**src/rtl/regfile_pkg.sv**
```systemverilog
// Shared register-file definitions for the write-back path.
//   REG_ADDR_W / XLEN / NUM_REGS : register file geometry
//   REG_ZERO                     : index of the hard-wired zero register
//   wb_req_t                     : one write-back request payload {addr, data}
package regfile_pkg;

  localparam int unsigned NUM_REGS   = 32;
  localparam int unsigned REG_ADDR_W = $clog2(NUM_REGS);
  localparam int unsigned XLEN       = 32;

  localparam logic [REG_ADDR_W-1:0] REG_ZERO = '0;

  typedef struct packed {
    logic [REG_ADDR_W-1:0] addr;
    logic [XLEN-1:0]       data;
  } wb_req_t;

endpackage

```
**src/rtl/rr_arbiter.sv**
```systemverilog
// Combinational round-robin arbiter. Picks the first requester at or after
// ptr, wrapping NUM_REQ-1 -> 0. The pointer register lives in the parent.
//   req       : request vector
//   ptr       : highest-priority index this cycle
//   en        : grant enable; when low no grant is issued
//   gnt       : one-hot grant (or zero)
//   gnt_idx   : index of the granted requester (0 when none)
//   gnt_valid : a grant was issued
module rr_arbiter #(
  parameter int unsigned NUM_REQ = 3,
  localparam int unsigned PTR_W  = (NUM_REQ > 1) ? $clog2(NUM_REQ) : 1
) (
  input  logic [NUM_REQ-1:0] req,
  input  logic [PTR_W-1:0]   ptr,
  input  logic               en,
  output logic [NUM_REQ-1:0] gnt,
  output logic [PTR_W-1:0]   gnt_idx,
  output logic               gnt_valid
);

  int unsigned      idx;
  logic [PTR_W-1:0] sel;

  // Walk the requesters starting at ptr; the first valid one wins.
  always_comb begin
    gnt       = '0;
    gnt_idx   = '0;
    gnt_valid = 1'b0;
    idx       = 0;
    sel       = '0;
    if (en) begin
      for (int unsigned off = 0; off < NUM_REQ; off++) begin
        idx = (32'(ptr) + off) % NUM_REQ;
        sel = PTR_W'(idx);
        if (!gnt_valid && req[sel]) begin
          gnt[sel]  = 1'b1;
          gnt_idx   = sel;
          gnt_valid = 1'b1;
        end
      end
    end
  end

endmodule

```
**src/rtl/regfile_write_arbiter.sv**
```systemverilog
// Shares the register file's single write port among NUM_REQ write-back
// sources with round-robin arbitration and a one-cycle registered output.
// Writes to register 0 are accepted but never issued.
// Optional feature macro: WB_BYPASS_EN (adds read-port bypass muxes).
//   clk, rst          : clock, asynchronous active-high reset
//   reqValid/reqReady : per-requester handshake (reqReady one-hot or zero)
//   reqAddr/reqData   : packed per-requester payloads, slice i at [i*W +: W]
//   stall             : blocks new grants; never blocks the output stage
//   regWrite, writeRegister, writeData : register file write port
//   busy              : output stage holds a valid (possibly x0) write
//   rdAddrK/rfDataK -> bypassDataK (WB_BYPASS_EN only, combinational)
module regfile_write_arbiter
  import regfile_pkg::*;
#(
  parameter int unsigned NUM_REQ = 3,
  parameter int unsigned ADDR_W  = REG_ADDR_W,
  parameter int unsigned DATA_W  = XLEN
) (
  input  logic                      clk,
  input  logic                      rst,
  input  logic [NUM_REQ-1:0]        reqValid,
  output logic [NUM_REQ-1:0]        reqReady,
  input  logic [NUM_REQ*ADDR_W-1:0] reqAddr,
  input  logic [NUM_REQ*DATA_W-1:0] reqData,
  input  logic                      stall,
  output logic                      regWrite,
  output logic [ADDR_W-1:0]         writeRegister,
  output logic [DATA_W-1:0]         writeData,
  output logic                      busy
`ifdef WB_BYPASS_EN
  ,
  input  logic [ADDR_W-1:0]         rdAddr1,
  input  logic [ADDR_W-1:0]         rdAddr2,
  input  logic [DATA_W-1:0]         rfData1,
  input  logic [DATA_W-1:0]         rfData2,
  output logic [DATA_W-1:0]         bypassData1,
  output logic [DATA_W-1:0]         bypassData2
`endif
);

  localparam int unsigned PTR_W = (NUM_REQ > 1) ? $clog2(NUM_REQ) : 1;
  localparam logic [PTR_W-1:0]  LAST_IDX = PTR_W'(NUM_REQ - 1);
  localparam logic [ADDR_W-1:0] ZERO_IDX = ADDR_W'(REG_ZERO);

  logic [PTR_W-1:0]   ptr_q, ptr_d;
  logic [NUM_REQ-1:0] gnt;
  logic [PTR_W-1:0]   gnt_idx;
  logic               gnt_valid;
  logic               xfer;

  logic [ADDR_W-1:0]  win_addr;
  logic [DATA_W-1:0]  win_data;

  logic               we_d, busy_d;
  logic [ADDR_W-1:0]  addr_d;
  logic [DATA_W-1:0]  data_d;

  rr_arbiter #(
    .NUM_REQ (NUM_REQ)
  ) u_rr_arbiter (
    .req       (reqValid),
    .ptr       (ptr_q),
    .en        (~stall),
    .gnt       (gnt),
    .gnt_idx   (gnt_idx),
    .gnt_valid (gnt_valid)
  );

  // Ready is withheld for the whole reset window; a grant implies valid,
  // so any granted requester completes a transfer at the next edge.
  assign reqReady = gnt & {NUM_REQ{~rst}};
  assign xfer     = gnt_valid & ~rst;

  // One-hot payload mux for the winning requester.
  always_comb begin
    win_addr = '0;
    win_data = '0;
    for (int unsigned i = 0; i < NUM_REQ; i++) begin
      if (gnt[i]) begin
        win_addr = reqAddr[i*ADDR_W +: ADDR_W];
        win_data = reqData[i*DATA_W +: DATA_W];
      end
    end
  end

  // Next pointer and output stage; idle cycles hold index/data.
  always_comb begin
    ptr_d  = ptr_q;
    we_d   = 1'b0;
    busy_d = 1'b0;
    addr_d = writeRegister;
    data_d = writeData;
    if (xfer) begin
      ptr_d  = (gnt_idx == LAST_IDX) ? '0 : gnt_idx + PTR_W'(1);
      busy_d = 1'b1;
      // x0 writes occupy the stage but never reach the register file.
      we_d   = (win_addr != ZERO_IDX);
      addr_d = win_addr;
      data_d = win_data;
    end
  end

  // Pointer and output stage registers; reset discards any captured write.
  always_ff @(posedge clk or posedge rst) begin
    if (rst) begin
      ptr_q         <= '0;
      regWrite      <= 1'b0;
      busy          <= 1'b0;
      writeRegister <= '0;
      writeData     <= '0;
    end else begin
      ptr_q         <= ptr_d;
      regWrite      <= we_d;
      busy          <= busy_d;
      writeRegister <= addr_d;
      writeData     <= data_d;
    end
  end

`ifdef WB_BYPASS_EN
  // Forward the write being issued this cycle to the read ports.
  always_comb begin
    bypassData1 = rfData1;
    bypassData2 = rfData2;
    if (rdAddr1 == ZERO_IDX) begin
      bypassData1 = '0;
    end else if (regWrite && (writeRegister == rdAddr1)) begin
      bypassData1 = writeData;
    end
    if (rdAddr2 == ZERO_IDX) begin
      bypassData2 = '0;
    end else if (regWrite && (writeRegister == rdAddr2)) begin
      bypassData2 = writeData;
    end
  end
`endif

endmodule
```
**config.mk**
```make
export PLATFORM = sky130hd
export DESIGN_NAME = regfile_write_arbiter
export DESIGN_NICKNAME = d
export VERILOG_FILES = /design/src/rtl/regfile_pkg.sv /design/src/rtl/rr_arbiter.sv /design/src/rtl/regfile_write_arbiter.sv
export SDC_FILE = /design/constraint.sdc
export NUM_CORES = 1
export LEC_CHECK = 0
export ABC_AREA = 1
export ABC_CLOCK_PERIOD_IN_PS = 2440
export CAP_MARGIN = 20
export CORE_UTILIZATION = 35
export CTS_BUF_LIST = sky130_fd_sc_hd__clkbuf_8
export DETAILED_ROUTE_END_ITERATION = 7
export GPL_ROUTABILITY_DRIVEN = 0
export GPL_TIMING_DRIVEN = 0
export PLACE_DENSITY = 0.79
export SYNTH_ARGS = -nofsm -noshare
export SYNTH_HDL_FRONTEND = slang
export SYNTH_HIERARCHICAL = 1
export SYNTH_SLANG_ARGS = --single-unit
```
**constraint.sdc**
```tcl
create_clock -name clk -period 2.44 [get_ports clk]
set_input_delay 0.488 -clock clk [delete_from_list [all_inputs] [get_ports clk]]
set_output_delay 0.488 -clock clk [all_outputs]
set_load 0.005 [all_outputs]
```
==> flow_summary_export.csv, run 1 <==
group,metric,value,unit
cells_and_area,nets,685,
setup_path,worstReg2RegStart,"ptr_q[0]$_DFFE_PP0P_",
global_routing,grt_pass1_wl,14630,µm
run_status,status,"finished, violations left",
synth,synthMostInstantiatedCell,"nand2_1",
pwr,power_density,1144,nW/µm²
sta,clock_skew,0.006670,ns
detailed_routing,ant_nets,0,
clocking,clock_sinks,41,
clocking,root_buffer,"clkbuf_8",
clocking,cts_tree,"done",
detailed_routing,drc,0,
pwr,p_sw,2.496,mW
pwr,seqPwrFrac,0.181,
sta,setup_viol,35,
synth,syn-num-nets,496,
detailed_routing,routed-via-count,3271,
synth,synth.distinct_cells,25,
detailed_routing,avgViaCountPerCell,4.934,
setup_path,cp_max_fo,6,
detailed_routing,drt_iter0_markers,133,
setup_path,worst_setup_path_start_kind,"register",
clocking,cts-htree-levels,2,
hold_path,hp-class,"reg -> reg",
synth,postSynthCellCount,375,
die,ioPinCount,159,
cells_and_area,areaGrowthSynthToFinish,85.90,%
clocking,cts_made_buffers,5,
setup_path,crit_chain,"inv_2 -> ha_4 -> inv_4 -> nand2_2 -> nand3_2 -> nand2_2 -> nand4_1 -> a21oi_2 -> inv_4 -> clkbuf_16 -> nor2_4 -> buf_6",
setup_path,crit_required,1.95,ns
global_routing,antenna_found_initial,0,
pwr,pwr-share-clk,0.081,
global_routing,grt-ovfl-total,0,
pwr,total_power,5.625,mW
die,die_w,88.93,µm
detailed_routing,routed_wl,10030,µm
setup_path,r2r_end,"writeData[8]$_DFFE_PP0P_",
pwr,netSwitchingFraction,0.4437,
clocking,clock_path_buffers,2,
cells_and_area,drive_gt1_frac,0.2092,
sta,slew_violations,0,
flow_run,max_cap_viol_count,0,
detailed_routing,wire_per_inst,15.13,µm
die,start_util,0.3627,
synth,netlist_area,2645,µm²
pwr,irDropWorstVdd,0.5326,mV
die,die_y,88.93,µm
die,core_region_area,7292,µm²
setup_path,r2r_slack,-0.13,ns
global_routing,grt_max_degree,43,
hold_path,whs_endpoint,"writeData[11]$_DFFE_PP0P_",
synth,synth.yosys.seq_area_share,0.3879,
sta,fin_crit,2.652,ns
setup_path,endpoint_kind,"output port",
synth,synth_common_cells,"nand2_1 (141), a21oi_1 (61), dfrtp_1 (41), o21ai_1 (32)",
synth,synth_top_area_cell,"dfrtp_1",
synth,yosys_warnings,6,
pwr,comb_power_share,0.738,
sta,setup_ws,-0.2121,ns
die,rows,31,
pwr,p_int,3.129,mW
setup_path,ff2ff_path_depth,21,
clocking,clk_pin_slew_worst_paths,0.08,ns
hold_path,min_from,"writeData[11]$_DFFE_PP0P_",
setup_path,cpMaxStageDelayCell,"dfrtp_1",
setup_path,crit_type,"reg -> out",
sta,tns,-2.781,ns
sta,rsz0062_at_grt,"true",
sta,max_freq,377.1,MHz
run_status,violations,"setup timing",
setup_path,slowest_delay,0.41,ns
global_routing,first_global_vias,2987,
synth,ys_top_cells_by_area,"dfrtp_1 (39%), nand2_1 (20%), a21oi_1 (12%), o21ai_1 (6.1%), a21oi_2 (3.3%)",
synth,synth-main-ff-cell,"dfrtp_1",
cells_and_area,n_fill_cell,613,
synth,synth_top_area_frac,0.3879,
pwr,power_leakage,2.195,nW
clocking,clock_latency,0.29,ns
sta,tightest_slew,0.8752,ns
sta,min_period_over_period,1.087,
global_routing,grt_use_total,0.2452,
synth,synth-async-reset-ratio,1.000,
die,dieArea,7909,µm²
synth,syn_area_per_cell,7.053,µm²
detailed_routing,dr.pass1.iters,5,
cells_and_area,antenna-diode-count,0,
synth,synth_edf_count,0,
synth,ys_seq_elements,41,
sta,finalHoldViolations,0,
hold_path,holdPathStages,2,
placement,portBuffers,158,
sta,slew_headroom,0.4157,
setup_path,critical_path_arrival,2.16,ns
placement,place_hpwl,7026,µm
==> worst max-delay path, delay by kind of cell, from the launching register on <==
kind	cells	cell delay [ns]
and+or+nand+nor	5	0.45
buffers and inverters	5	0.45
DFF	1	0.41
adders and majority gates	1	0.32
AOI/OAI and AO/OA	1	0.25
==> area by class of cell <==
class,instances,area [µm²],share of cell area
multi-input combinational,293,1555,0.3163
timing repair buffer,183,1847,0.3756
sequential,41,1027,0.2089
tap,99,123.9,0.02519
buffer,22,198.9,0.04046
clock inverter,1,7.507,0.001527
clock buffer,6,82.58,0.01679
inverter,18,75.07,0.01527
==> metal layers <==
metal / share of wire / vias to the layer above / GRT usage
li1: - / 1610 / -
met1: 0.41 / 1517 / 0.2894
met2: 0.50 / 130 / 0.4559
met3: 0.072 / 14 / 0.06094
met4: 0.014 / 0 / 0.04329
met5: 0 / - / 0
==> kinds of logic (layout without fill, tap and decap cells) <==
family	after synthesis	in the layout	synth area share
flops	41	41	0.3879
compound gates	114	114	0.2318
simple gates	174	175	0.2715
fa+ha+maj	4	4	0.01892
buf+inv	42	230	0.08987
==> flip-flops by register name, summed over array words and instances (netlist names) <==
| name | cells |
|---|---|
| writeRegister | 5 |
| ptr_q | 2 |
| writeData | 32 |
| regWrite | 1 |
| busy | 1 |
==> cells in the final DEF (no fill, tap or decap), drive strengths merged <==
| cell | instances |
|---|---|
| clkdlybuf4s50 | 152 |
| nand2 | 143 |
| a21oi | 71 |
| buf | 46 |
| dfrtp | 41 |
| o21ai | 41 |
| inv | 18 |
| nand3 | 15 |
| nor2 | 11 |
| clkbuf | 9 |
| or2 | 4 |
| ha | 4 |
| dlymetal6s2s | 3 |
| o31ai | 1 |
| o211ai | 1 |
| nand3b | 1 |
| clkinvlp | 1 |
| bufbuf | 1 |
| nand4 | 1 |
==> power by group through the flow <==
stage	combinational, mW	sequential (mW)	clock, mW
2_1_floorplan	1.88	1.03	0
3_3_place_gp	2.94	1.02	0
3_5_place_dp	3.03	1.02	0
4_1_cts	3.74	1.01	0.460
5_1_grt	4.49	1.04	0.499
6_report	4.15	1.02	0.454
==> worst max-delay path by stage <==
stage / start / end / slack, ns / cells past startpoint
3_5_place_dp: reqValid[2] / reqReady[2] / -0.94 / 12
5_1_grt: ptr_q[0]$_DFFE_PP0P_ / reqReady[2] / -0.30 / 14
3_3_place_gp: reqValid[2] / reqReady[2] / -0.87 / 12
2_1_floorplan: ptr_q[0]$_DFFE_PP0P_ / reqReady[2] / 0.02 / 15
6_report: ptr_q[0]$_DFFE_PP0P_ / reqReady[2] / -0.21 / 12
4_1_cts: ptr_q[1]$_DFFE_PP0P_ / reqReady[2] / -0.22 / 14
==> what timing repair did <==
| item | 4_1_cts | 5_1_grt |
|---|---|---|
| endpoints found under the setup margin | 41 | 43 |
| cloned | 4 | 1 |
| buffers inserted | 12 | 10 |
| pin swaps | 12 | 14 |
| hold buffers | 0 | 0 |
| gates resized for setup | 60 | 39 |
==> stage by stage <==
stage,hold slack (ns),worst slack (ns),cells,util,instance area [µm²]
floorplan,0.4724,0.01847,375,-,2650
global placement,0.4600,-0.8686,632,0.5973,4355
detailed placement,0.4649,-0.9355,632,0.5973,4355
CTS,0.4860,-0.2188,654,0.6498,4738
global route,0.5073,-0.2997,663,0.6743,4917
finish,0.4835,-0.2121,663,0.6743,4917
Note: power is estimated with default switching activity, not from simulation.
==> inputs of run 2 (changes only) <==
Settings changed: CTS_CLUSTER_SIZE set to 28.
==> results of run 2 <==
Final layout, timing and power as in run 1 (identical DEF).
